<file path="src/rtl/rv_fetch_ctrl.sv">
// Fetch sequencer: turns the IF-stage PC into req/gnt/rvalid memory reads, one outstanding at a time.
// Define RV_FETCH_PERF_EN to add the fetch and stall performance counters.
module rv_fetch_ctrl #(
    parameter int unsigned BW_ADDR  = 32,
    parameter int unsigned MAX_WAIT = 255
) (
    input  logic               i_fc_clk,
    input  logic               i_fc_rstn,
    input  logic [BW_ADDR-1:0] i_fc_ra,
    input  logic               i_fc_redirect,
    input  logic               i_fc_pipe_stall,
    output logic [31:0]        o_fc_instr,
    output logic               o_fc_stall,
    output logic               o_fc_mem_req,
    output logic [BW_ADDR-1:0] o_fc_mem_addr,
    input  logic               i_fc_mem_gnt,
    input  logic               i_fc_mem_rvalid,
    input  logic [31:0]        i_fc_mem_rdata,
`ifdef RV_FETCH_PERF_EN
    output logic [31:0]        o_fc_fetch_cnt,
    output logic [31:0]        o_fc_stall_cnt,
`endif
    output logic               o_fc_err
);

    localparam logic [31:0] Nop      = 32'h0000_0013;
    localparam logic [15:0] WaitLast = 16'(MAX_WAIT - 1);

    typedef enum logic [2:0] {
        StIdle,
        StReq,
        StWait,
        StHold,
        StDiscard
    } state_e;

    state_e      state_q, state_d;
    logic [31:0] buf_q, buf_d;
    logic [15:0] cnt_q, cnt_d;
    logic        err_q, err_d;
    logic        consume;
    logic        timeout;

    assign o_fc_mem_addr = i_fc_ra;
    assign o_fc_err      = err_q;
    assign timeout       = (cnt_q == WaitLast);

    always_comb begin
        state_d      = state_q;
        buf_d        = buf_q;
        cnt_d        = cnt_q;
        err_d        = err_q;
        o_fc_instr   = Nop;
        o_fc_stall   = 1'b1;
        o_fc_mem_req = 1'b0;
        consume      = 1'b0;

        unique case (state_q)
            StIdle: state_d = StReq;
            StReq: begin
                o_fc_mem_req = 1'b1;
                if (i_fc_mem_gnt) begin
                    cnt_d   = '0;
                    state_d = i_fc_redirect ? StDiscard : StWait;
                end
            end
            StWait: begin
                cnt_d = cnt_q + 16'd1;
                if (i_fc_mem_rvalid) begin
                    state_d = StReq;
                    if (!i_fc_redirect) begin
                        if (!i_fc_pipe_stall) begin
                            o_fc_instr = i_fc_mem_rdata;
                            o_fc_stall = 1'b0;
                            consume    = 1'b1;
                        end else begin
                            buf_d   = i_fc_mem_rdata;
                            state_d = StHold;
                        end
                    end
                end else if (timeout) begin
                    // Give up on this response and retry; a late rvalid lands in REQ and is ignored.
                    err_d   = 1'b1;
                    state_d = StReq;
                end else if (i_fc_redirect) begin
                    state_d = StDiscard;
                end
            end
            StHold: begin
                o_fc_instr = buf_q;
                o_fc_stall = 1'b0;
                if (i_fc_redirect || !i_fc_pipe_stall) begin
                    state_d = StReq;
                end
                consume = !i_fc_redirect && !i_fc_pipe_stall;
            end
            StDiscard: begin
                cnt_d = cnt_q + 16'd1;
                if (i_fc_mem_rvalid) begin
                    state_d = StReq;
                end else if (timeout) begin
                    err_d   = 1'b1;
                    state_d = StReq;
                end
            end
            default: state_d = StIdle;
        endcase
    end

    always_ff @(posedge i_fc_clk or negedge i_fc_rstn) begin
        if (!i_fc_rstn) begin
            state_q <= StIdle;
            buf_q   <= Nop;
            cnt_q   <= '0;
            err_q   <= 1'b0;
        end else begin
            state_q <= state_d;
            buf_q   <= buf_d;
            cnt_q   <= cnt_d;
            err_q   <= err_d;
        end
    end

`ifdef RV_FETCH_PERF_EN
    logic [31:0] fetch_cnt_q, fetch_cnt_d;
    logic [31:0] stall_cnt_q, stall_cnt_d;

    always_comb begin
        fetch_cnt_d = fetch_cnt_q;
        stall_cnt_d = stall_cnt_q;
        if (consume) begin
            fetch_cnt_d = fetch_cnt_q + 32'd1;
        end
        if (o_fc_stall && (state_q != StIdle)) begin
            stall_cnt_d = stall_cnt_q + 32'd1;
        end
    end

    always_ff @(posedge i_fc_clk or negedge i_fc_rstn) begin
        if (!i_fc_rstn) begin
            fetch_cnt_q <= '0;
            stall_cnt_q <= '0;
        end else begin
            fetch_cnt_q <= fetch_cnt_d;
            stall_cnt_q <= stall_cnt_d;
        end
    end

    assign o_fc_fetch_cnt = fetch_cnt_q;
    assign o_fc_stall_cnt = stall_cnt_q;
`else
    logic unused_consume;
    assign unused_consume = consume;
`endif

endmodule

</file>
<file path="config.mk">
export PLATFORM = sky130hd
export DESIGN_NAME = rv_fetch_ctrl
export DESIGN_NICKNAME = d
export VERILOG_FILES = /design/src/rtl/rv_fetch_ctrl.sv
export SDC_FILE = /design/constraint.sdc
export NUM_CORES = 1
export LEC_CHECK = 0
export CAP_MARGIN = 20
export CORE_MARGIN = 8
export CORE_UTILIZATION = 30
export CTS_BUF_LIST = sky130_fd_sc_hd__clkbuf_2
export DETAILED_ROUTE_END_ITERATION = 12
export DONT_BUFFER_PORTS = 1
export GPL_TIMING_DRIVEN = 0
export PLACE_DENSITY_LB_ADDON = 0.3
export SLEW_MARGIN = 15
export SYNTH_ARGS = -nofsm -noshare
export SYNTH_HDL_FRONTEND = slang
export SYNTH_SLANG_ARGS = --single-unit
</file>
<file path="constraint.sdc">
create_clock -name i_fc_clk -period 2 [get_ports i_fc_clk]
set_clock_uncertainty 0.15 [all_clocks]
set_input_delay 0.3 -clock i_fc_clk [delete_from_list [all_inputs] [get_ports i_fc_clk]]
set_output_delay 0.3 -clock i_fc_clk [all_outputs]
set_load 0.05 [all_outputs]
</file>
==> results summary, run 1 <==
The number of nets in the synthesized netlist is between 300 and 400. The total number of cells along the worst setup path is 4. The number of buffers inserted by port buffering came out at 0. Clock tree synthesis selected as its root buffer the cell clkbuf_2. The number of placed instances, taps included came out at a little over 400.

The floorplan die area is 13860 µm². The switching share of power is 40.75%. The number of standard cells in the final layout excluding fillers is 474. The register share of total power is approximately two fifths.

The average cell area after synthesis came out at roughly 11 µm². The placed wire-length estimate after detailed placement is 5861 µm. For this run, asynchronously set or reset flops after synthesis account for 100.0%.

The routability-driven placement congestion ratio came out at 0.8166. The violation count after the first detailed-route iteration is 75. The initial antenna violation count was 1. The remaining number of nets flagged by the antenna check after routing came out at 0. The number of enable flip-flop cells after synthesis came out at 0.

The internal cell power came out at 2461 µW. The clock period minus worst slack is 2.639 ns. The delay of the slowest cell on the worst path came out at around 0.46 ns. TritonCTS built the clock tree. The final clock period utilization by the worst path came out at 131.9%.

The flow ran to the end, but the final reports show violations. The path with the worst hold slack has its endpoint at cnt_q[12]. The worst register-to-register path begins at state_q[1]. The worst vdd rail ir drop came out at ~0.54 mV. In this run the vertical extent of the chip is about 120 µm. The combined global-route utilization of all metal layers is approximately 13%. The number of sinks on the clock net came out at 52.

Counting cells, the worst reg-to-reg path comes to 8. At the later pin of the worst-skew pair, clock insertion delay measures around 0.47 ns. The static leakage power came out at around 0.0022 µW. The final layout contains routed wiring with a total length of 9277 µm. The remaining routing DRC violations is 0. Overall power consumption after layout is estimated at 4154 µW. The number of distinct library cells after synthesis came out at between 40 and 50. Detailed routing inserted a total of approximately 2.4k vias.

The TritonCTS buffer count is 5. The worst-margin pin slew came out at 0.5654 ns. The instance count along the most critical hold path came out at 4.

The number of buffer and inverter stages on the critical path came out at 1. The critical path in this run is classified as flop to primary output. Setup repair after global routing could not meet its margin everywhere. The switching power is between 1500 and 2000 µW.

The sum of negative setup slack is -26.67 ns. The cell count after synthesis came out at 274. The layout cell share with drive strength beyond 1 is between 40% and 50%. In this run the count of I/O pins placed on the die edge is 137.

The starting density of the core is a little under a third. The relative slew slack came out at 62.26%. The top fanout value on the critical path is 4. The most used flip-flop cell after synthesis is dfrtp_1. The sequential element share of the synthesized area is around 42%. The final layout contains 408 nets. On the critical path, the stage with the largest delay is an instance of dfrtp_1.

The required time reported for the critical path endpoint came out at around 1.6 ns. The setup-violating endpoint count in the final report is 67. Data arrives at the worst endpoint at ~2.2 ns.

Grouping stages by cell kind, the critical path spends the most delay in simple AND/OR/NAND/NOR gates. The final reports fail on setup timing. The first TritonRoute pass finished after 4 iterations. The first global-routing pass estimated between 10000 and 15000 µm of wire. The library cells used most frequently in the layout, excluding fill and tap cells, are dfrtp_1 (49), buf_4 (47), dlygate4sd3_1 (37).

The register-to-register path setup slack is -0.25 ns. The relative contribution of the clock network to total power came out at 11.8%. The number of slew-limit violations in the final report is 0. The smallest setup slack after layout is -0.6390 ns. The type of origin of the critical path is a flop. After floorplanning, the core was divided into 37 placement rows.

The CTS clock-pin slew for the worst setup and hold paths came out at about 0.30 ns. The pin count of the biggest net entering global routing is 53. The via count of the first global-routing pass came to around 2.7k. The max capacitance violation total came out at 0. Fill cells in the final layout number approximately 970.

Walking the worst path, the cells encountered are or3b_1 -> buf_6 -> or4_4 -> o22a_4. The total overflow reported by the global router came out at 0. The core outline area came out at between 10000 and 15000 µm². The total power density per cell area is between 900 and 1000 nW/µm².

The overall die width is ~120 µm. After synthesis the netlist holds a flip-flop and latch count of 52. The clock passes through at most 2 buffers.

The terminus of the critical flop-to-flop path is buf_q[6]. The average vias per placed instance is roughly 5.0. The min-delay analysis places its worst path in the category input port to flop. The start point of the worst hold path is i_fc_mem_gnt. The post-synthesis cell area came out at 3105 µm². The routed wire length per instance is between 15 and 20 µm. The post-layout utilization of the core came out at between 40% and 50%. The part of the power in combinational logic came out at a little under half. The maximum frequency from static timing analysis came out at 0.3789 GHz. The area growth from synthesis to layout is 41.86%.

The number of warning messages in the yosys log is 0. The final hold violation count came out at 0. The H-tree depth reported by CTS is 2. STA classifies the critical path endpoint as a primary output. Leaving out fill and tap cells, the most frequent cell in the layout is dfrtp_1.
[cells in the mapped netlist, drive strengths merged (2+ instances only)]
| cell type | instances | area share (%) |
|---|---|---|
| and3b | 2 | 0.56 |
| dfstp | 3 | 2.5 |
| mux2i | 6 | 1.9 |
| nand2b | 3 | 0.60 |
| nor2b | 2 | 0.40 |
| o22a | 3 | 0.85 |
| and3 | 5 | 1.0 |
| a22o | 29 | 8.2 |
| nand3 | 9 | 1.9 |
| dfrtp | 49 | 39 |
| a31oi | 5 | 1.0 |
| xnor2 | 4 | 1.1 |
| nor4 | 3 | 1.0 |
| mux2 | 32 | 15 |
| ha | 2 | 0.81 |
| xor2 | 3 | 0.85 |
| nor2 | 11 | 1.6 |
| nor3b | 3 | 0.73 |
| buf | 42 | 10 |
| a21o | 2 | 0.48 |
| nor3 | 2 | 0.32 |
| o21ai | 4 | 0.64 |
| a21oi | 3 | 0.48 |
| or3b | 2 | 0.56 |
| and4 | 2 | 0.56 |
| clkbuf | 6 | 0.73 |
| nor4bb | 2 | 0.64 |
| o211ai | 3 | 0.73 |
| inv | 4 | 0.48 |
| nand2 | 16 | 1.9 |
| nand4 | 4 | 0.81 |
[worst reg2reg max path, stage by stage (launching register included)]
cell and delay (ns):
dfrtp_1 0.46, or3b_1 0.37, buf_6 0.14, buf_4 0.12
buf_6 0.11, nor2_4 0.13, nand3_4 0.18, buf_12 0.22
mux2_4 0.31
[state kept, by name, indices dropped and copies added (netlist names)]
register / flops
o_fc_err: 1
cnt_q: 16
buf_q: 32
state_q: 3
[metal layers]
metal	wire length, µm	up-vias	track usage [%]
li1	-	1093	-
met1	3775	1170	13.93
met2	4708	96	22.58
met3	547	17	3.405
met4	246	0	6.005
met5	0	-	0
[logic make-up (layout without fill, tap and decap cells)]
group	Yosys count	in the layout	synth area share, %
and+or+nand+nor	71	71	13.82
AOI/OAI and AO/OA	52	52	13.09
DFF	52	52	42.02
buffers and inverters	52	115	11.24
muxes	38	38	17.04
xor gates and xnor gates	7	7	1.974
adders and majority gates	2	2	0.8057
other	0	1	0
[power by group through the flow]
stage	registers (µW)	clock network (µW)	logic (µW)
finish	1700	489	1960
global route	1750	554	2090
CTS	1690	522	1880
detailed placement	1660	0	1580
global placement	1650	0	1570
floorplan	1600	0	1420
[what timing repair did]
| item | in CTS | in global routing |
|---|---|---|
| resized for setup | 54 | 27 |
| endpoints found under the setup margin | 34 | 73 |
| hold buffers | 37 | 1 |
| gates cloned | 0 | 4 |
| hold endpoints to repair | 88 | 2 |
| buffers inserted | 7 | 6 |
| pin swaps | 7 | 14 |
[worst max-delay path by stage]
stage,start,endpoint
after floorplan,state_q[0],o_fc_instr[1]
after global placement,state_q[0],o_fc_instr[23]
after detailed placement,state_q[2],o_fc_instr[28]
after CTS,state_q[2],o_fc_instr[1]
after global routing,state_q[1],o_fc_instr[9]
final,state_q[1],o_fc_instr[1]
[metrics by stage]
stage                     setup slack, ns  cell area [µm²]  hold slack, ns
final                             -0.6390             4405         0.06011
after global routing              -0.7489             4405         0.03329
after CTS                         -0.7468             4159         -0.2548
after detailed placement          -0.4386             3371         -0.1444
after global placement            -0.3960             3371         -0.1441
after floorplan                  -0.09627             3201         -0.1456
[layout make-up]
class	instances	area [µm²]	area share, %
Antenna cell	1	2.502	0.05680
Buffer	48	445.4	10.11
Clock buffer	5	25.02	0.5680
Clock inverter	3	25.02	0.5680
Inverter	4	15.01	0.3408
Multi-Input combinational cell	170	1807	41.01
Sequential cell	52	1305	29.62
Tap cell	136	170.2	3.863
Timing Repair Buffer	55	610.6	13.86
(Power assumes the default switching activity.)
==> run 2: changes to the inputs <==
- DONT_BUFFER_PORTS: 1 -> unset
==> results summary, run 2 (synthesized netlist as in run 1, its figures left out) <==
The maximum frequency from static timing analysis is 0.3760 GHz (was 0.3789 GHz). The number of buffers inserted by port buffering came out at 104 (was 0). The worst-margin pin slew came out at 0.6852 ns (was 0.5654 ns). The smallest setup slack after layout is -0.6599 ns (was -0.6390 ns). The overall die width was 117.7 µm (unchanged). The register-to-register path setup slack is -0.26 ns (was -0.25 ns). The routed wire length per instance is 16.57 µm (was 19.57 µm). The floorplan die area is 13860 µm² (unchanged). The wire length of the first global-routing pass came out at 13630 µm (was 14490 µm). The CTS clock-pin slew for the worst setup and hold paths is 0.34 ns (was 0.30 ns). The number of rows created at floorplan was 37 (unchanged). The critical path class is flop to primary output (unchanged).

The sum of negative setup slack came out at -27.62 ns (was -26.67 ns). The max capacitance violation total came out at 0 (unchanged). The remaining number of nets flagged by the antenna check after routing is 0 (unchanged).

The CTS tree is built (unchanged). The count of cells along the worst register-to-register path came out at 8 (unchanged). The number of optimization iterations in the first detailed-route pass is 4 (unchanged). The top fanout value on the critical path was 4 (unchanged). The relative slew slack came out at 54.32% (was 62.26%). The part of the power in combinational logic is 50.8% (was 47.2%). The most common cell after layout, fill and taps aside is clkdlybuf4s50_1 (was dfrtp_1).

The routability-driven placement congestion ratio was 0.8429 (was 0.8166). The required time reported for the critical path endpoint is 1.55 ns (about the same). The layout cell share with drive strength beyond 1 came out at 45.00% (was 45.70%). The area of the multi-input gates came out at 1750 µm² (was 1807 µm²). The routed wire length came out at 8898 µm (was 9277 µm). The H-tree depth reported by CTS was 2 (unchanged). The area growth from synthesis to layout came to 63.86% (was 41.86%). The worst hold path class is input port to asynchronous set/reset pin (was input port to flop).

Largest registers: buf_q: 32 flops, cnt_q: 16 flops, state_q: 3 flops (unchanged). The final hold violation count is 0 (unchanged). Violations in the final reports: setup timing (unchanged). The internal cell power is 2681 µW (was 2461 µW). The number of slew-limit violations in the final report came out at 0 (unchanged).

The combined global-route utilization of all metal layers is 11.76% (was 12.77%). The average vias per placed instance came out at 4.750 (was 5.013). Result of the run: complete, but fails checks (unchanged). The endpoint type of the worst setup path is a primary output (unchanged). The total overflow reported by the global router is 0 (unchanged). The number of nets in the final layout came out at 471 (was 408).

The terminus of the critical flop-to-flop path is buf_q[24] (was buf_q[6]). The starting density of the core came out at 30.49% (unchanged). The switching share of power came out at 38.96% (was 40.75%). The switching power is 1711 µW (was 1693 µW). The violation count after the first detailed-route iteration came out at 89 (was 75).

The number of sinks on the clock net is 52 (unchanged). The worst setup path startpoint was state_q[0] (was state_q[1]). The register with the highest flop count was buf_q (unchanged). The startpoint of the lowest-slack register-to-register path is state_q[0] (was state_q[1]). The insertion delay of the later-clocked pin in the worst-skew pair is 0.44 ns (was 0.47 ns). The core outline area came out at 10180 µm² (unchanged). The boundary pin count came to 137 (unchanged). RSZ-0062 raised after global routing: yes (unchanged). The flip-flop count of the largest register after layout is 32 (unchanged). The static leakage power was 0.002459 µW (was 0.002162 µW).

The relative contribution of the clock network to total power is 11.0% (was 11.8%). The pin count of the biggest net entering global routing came out at 53 (unchanged). The final clock period utilization by the worst path was 133.0% (was 131.9%).

The total of fill cells in the finished design is 887 (was 971). Commonest non-fill, non-tap cells in the layout: clkdlybuf4s50_1 (68), dfrtp_1 (49), buf_4 (45) (was dfrtp_1 (49), buf_4 (47), dlygate4sd3_1 (37)). The placed wire-length estimate after detailed placement is 6291 µm (was 5861 µm). The data arrival time of the worst path came out at 2.21 ns (was 2.19 ns).

The clock period minus worst slack came out at 2.660 ns (was 2.639 ns). The setup-violating endpoint count in the final report is 67 (unchanged). The die extent in y is 117.7 µm (unchanged). The area occupied by registers is 1305 µm² (unchanged). The remaining routing DRC violations was 0 (unchanged). The initial antenna violation count came out at 1 (unchanged).

The TritonCTS buffer count came out at 5 (unchanged). The clock tree buffer depth came to 2 (unchanged). The via count of the first global-routing pass came out at 2712 (was 2700). The type of origin of the critical path was a flop (unchanged).

The total vias in the final route is 2551 (was 2376). The worst slack at placement came out at -1.208 ns (was -0.4386 ns). The root buffer cell is clkbuf_2 (unchanged). The worst vdd rail ir drop is 0.7047 mV (was 0.5403 mV). The total power density per cell area is 863.0 nW/µm² (was 942.9 nW/µm²). The register share of total power is 38.2% (was 41.0%).
run 2: changes by cell type in the layout (fill, tap and decap cells not counted), moves of 2 or more:
cell,delta
a22o_4,-4
buf_12,-3
buf_2,+2
buf_6,+3
clkdlybuf4s50_1,+68
dlygate4sd3_1,-36
buf_8,+32
a22o_2,+4
inv_6,-2
buf_4,-2
run 2: power by group through the flow:
| stage | combinational, µW | sequential [µW] | clock (µW) |
|---|---|---|---|
| floorplan | 1420 | 1600 | 0 |
| global placement | 1870 | 1650 | 0 |
| detailed placement | 1890 | 1660 | 0 |
| CTS | 2040 | 1640 | 505 |
| global route | 2360 | 1730 | 536 |
| finish | 2230 | 1680 | 482 |
run 2: final cells by class:
type	count	share of cell area [%]
clock buffer	5	0.4918
tap	136	3.344
clock inverter	3	0.5409
timing repair buffer	119	27.07
antenna	1	0.04918
sequential	52	25.65
buffer	47	8.163
inverter	4	0.2951
multi-input combinational	170	34.40
run 2: worst max-delay path: stages, from the launching register on:
cell	delay, ns
dfrtp_1	0.45
or3b_1	0.38
buf_6	0.14
or4_4	0.44
o22a_2	0.21
buf_6	0.15
run 2: how the worst max path moves through the flow:
| stage | end | depth (start not counted) | slack [ns] |
|---|---|---|---|
| 6_report | o_fc_instr[1] | 5 | -0.66 |
| 5_1_grt | o_fc_instr[17] | 7 | -0.77 |
| 4_1_cts | o_fc_instr[20] | 7 | -0.72 |
| 3_5_place_dp | o_fc_instr[28] | 6 | -1.21 |
| 3_3_place_gp | buf_q[18] | 1 | -1.24 |
| 2_1_floorplan | o_fc_instr[1] | 4 | -0.1 |
run 2: per-layer routing:
layer  track usage [%]  share of wire [%]
met5                 0                  0
met4             3.603                1.3
met3             3.261                6.1
met2             20.36                 49
met1             13.80                 44
run 2: timing repair:
item	CTS	global route
endpoints found under the setup margin	35	64
hold endpoints to repair	49	0
buffers inserted	4	7
gates resized for setup	260	69
cloned	0	4
pin swaps	2	4
hold buffers	1	0
run 2: per-stage QoR:
| step | hold slack [ns] | area (µm²) | std cells | power [µW] | util [%] |
|---|---|---|---|---|---|
| 3_5_place_dp | 0.2442 | 4409 | 514 | 3555 | 43.29 |
| 2_1_floorplan | -0.1456 | 3201 | 274 | 3018 | - |
| 5_1_grt | 0.2443 | 5089 | 537 | 4620 | 49.96 |
| 6_report | 0.2005 | 5089 | 537 | 4392 | 49.96 |
| 4_1_cts | 0.2038 | 4621 | 527 | 4178 | 45.37 |
| 3_3_place_gp | 0.3103 | 4412 | 514 | 3520 | 43.32 |
==> run 3: changes to the inputs <==
- CELL_PAD_IN_SITES_DETAIL_PLACEMENT: unset -> 1
- CELL_PAD_IN_SITES_GLOBAL_PLACEMENT: unset -> 1
- CORE_UTILIZATION: 30 -> 29
- SETUP_SLACK_MARGIN: unset -> 0.1
==> results summary, run 3 (synthesized netlist as in run 1, its figures left out) <==
The busiest metal layer after global routing is met2 (unchanged). The relative slew slack is 53.74% (was 54.32%). The worst-margin pin slew came out at 0.6938 ns (was 0.6852 ns).

The setup-violating endpoint count in the final report is 66 (was 67). The total overflow reported by the global router is 0 (unchanged). The startpoint of the lowest-slack register-to-register path is state_q[0] (unchanged). The routed wire length per instance is 19.43 µm (was 16.57 µm). The CTS clock-pin slew for the worst setup and hold paths came out at 0.32 ns (was 0.34 ns).

The floorplan die area came out at 14280 µm² (was 13860 µm²). The top fanout value on the critical path came out at 5 (was 4). The met3 routing resource usage after global routing was 4.015% (was 3.261%). The delay of the slowest cell on the worst path came out at 0.46 ns (was 0.45 ns).

The die extent in y came to 119.5 µm (was 117.7 µm). The insertion delay of the later-clocked pin in the worst-skew pair was 0.47 ns (was 0.44 ns). The cell seen most often among critical-path stages was buf_6 (unchanged). The root buffer cell is clkbuf_2 (unchanged). The H-tree depth reported by CTS is 2 (unchanged).

The maximum frequency from static timing analysis is 0.3662 GHz (was 0.3760 GHz). The core outline area was 10370 µm² (was 10180 µm²). The layout cell share with drive strength beyond 1 is 46.19% (was 45.00%). The via count of the first global-routing pass is 2998 (was 2712). The number of optimization iterations in the first detailed-route pass came out at 4 (unchanged). The initial antenna violation count came out at 1 (unchanged). The worst slack at placement came out at -1.079 ns (was -1.208 ns). The count of cells along the worst register-to-register path is 8 (unchanged). The placed wire-length estimate after detailed placement is 7386 µm (was 6291 µm). The number of sinks on the clock net came to 52 (unchanged). The clock tree buffer depth came out at 2 (unchanged).

The remaining routing DRC violations came out at 0 (unchanged). The number of buffers inserted by port buffering came out at 104 (unchanged). The terminus of the critical flop-to-flop path is buf_q[30] (was buf_q[24]). The final cell area excluding filler cells came to 5160 µm² (was 5089 µm²). The overall power after layout is 4508 µW (was 4392 µW). The register-to-register path setup slack is -0.20 ns (was -0.26 ns). The total vias in the final route is 2671 (was 2551). The average vias per placed instance is 4.910 (was 4.750).

The clock period minus worst slack was 2.731 ns (was 2.660 ns). RSZ-0062 raised after global routing: yes (unchanged). The most common cell after layout, fill and taps aside is clkdlybuf4s50_1 (unchanged). The area growth from synthesis to layout came out at 66.16% (was 63.86%). The CTS tree is built (unchanged). The remaining number of nets flagged by the antenna check after routing came out at 0 (unchanged). The critical path class was flop to primary output (unchanged).

The met2 capacity usage during global routing came out at 25.15% (was 20.36%). The routability-driven placement congestion ratio is 0.7793 (was 0.8429). The max capacitance violation total came out at 0 (unchanged).

The type of origin of the critical path was a flop (unchanged). The overall die width is 119.5 µm (was 117.7 µm). The tightest hold margin is 0.2162 ns (was 0.2005 ns). The post-placement cell area came out at 4553 µm² (was 4409 µm²). The number of slew-limit violations in the final report was 0 (unchanged). The cell with the largest stage delay on the worst path is dfrtp_1 (unchanged). The final hold violation count is 0 (unchanged). Result of the run: complete, but fails checks (unchanged). The violation count after the first detailed-route iteration is 101 (was 89). The number of nets in the final layout came out at 478 (was 471). Violations in the final reports: setup timing (unchanged). The sum of negative setup slack is -26.56 ns (was -27.62 ns). The flip-flop count of the largest register after layout is 32 (unchanged). The routed wire length was 10570 µm (was 8898 µm).

The final clock period utilization by the worst path is 136.6% (was 133.0%). The starting density of the core is 29.95% (was 30.49%). The worst vdd rail ir drop is 0.3947 mV (was 0.7047 mV). Commonest non-fill, non-tap cells in the layout: clkdlybuf4s50_1 (68), dfrtp_1 (49), buf_4 (45) (unchanged). Largest registers: buf_q: 32 flops, cnt_q: 16 flops, state_q: 3 flops (unchanged).

The total power density per cell area came to 873.7 nW/µm² (was 863.0 nW/µm²). The smallest setup slack after layout is -0.7310 ns (was -0.6599 ns). The endpoint type of the worst setup path is a primary output (unchanged). The static leakage power came out at 0.002492 µW (was 0.002459 µW). The data arrival time of the worst path came out at 2.28 ns (was 2.21 ns). The register with the highest flop count was buf_q (unchanged).

The number of rows created at floorplan is 37 (unchanged). The wire length of the first global-routing pass came to 16550 µm (was 13630 µm). Sequence of cells on the critical path: or3b_1 -> buf_6 -> or4_4 -> o22a_2 -> buf_6 (unchanged). The met1 track demand over resource in global routing came out at 16.96% (was 13.80%).

The TritonCTS buffer count is 5 (unchanged). The required time reported for the critical path endpoint is 1.55 ns (about the same). The worst hold path class is input port to asynchronous set/reset pin (unchanged). The pin count of the biggest net entering global routing is 53 (unchanged). The combined global-route utilization of all metal layers is 14.38% (was 11.76%). The boundary pin count is 137 (unchanged).
## run 3: through the flow
step | cells | util [%]
4_1_cts | 537 | 48.31
2_1_floorplan | 274 | -
5_1_grt | 544 | 49.76
3_5_place_dp | 514 | 43.91
6_report | 544 | 49.76
3_3_place_gp | 514 | 43.93
## run 3: layout make-up
type / instances / area [µm²]
fillers: 1107 / 5210
multi-input cells: 170 / 1743
repair buffers: 126 / 1453
flip-flops and latches: 52 / 1305
plain buffers: 47 / 421.7
well taps: 136 / 170.2
clock buffers: 5 / 25.02
clock inverters: 3 / 25.02
inverters: 4 / 15.01
diodes: 1 / 2.502
## run 3: repair_timing
action / 4_1_cts / 5_1_grt
setup endpoints to repair: 68 / 78
pin swaps: 2 / 4
setup buffers: 10 / 7
endpoints found under the hold margin: 49 / 0
resized for setup: 291 / 34
cloned: 4 / 2
hold buffers: 1 / 0
## run 3: worst max-delay path by stage
stage	start	end	slack, ns
finish	state_q[0]	o_fc_instr[1]	-0.73
global route	state_q[0]	o_fc_instr[1]	-0.82
CTS	state_q[2]	o_fc_instr[8]	-0.76
detailed placement	i_fc_mem_rvalid	o_fc_instr[3]	-1.08
global placement	i_fc_rstn	buf_q[14]	-1.30
floorplan	state_q[0]	o_fc_instr[1]	-0.1
## run 3: metal layers
layer | wire length, µm | up-vias
li1 | - | 1239
met1 | 4548 | 1335
met2 | 5310 | 93
met3 | 635 | 4
met4 | 74 | 0
met5 | 0 | -
## run 3: report_power, final
part           total (µW)  internal, µW  leakage [µW]  switching, µW
sequential           1700          1420      0.000689            275
combinational        2320          1200       0.00177           1120
clock                 491          96.3     0.0000300            395
## run 3: worst max-delay path: cells and delay by family, from the launching register on
kind                   cells  cell delay [ns]
and+or+nand+nor            2             0.84
buffers and inverters      2             0.29
DFF                        1             0.46
AOI/OAI and AO/OA          1             0.23
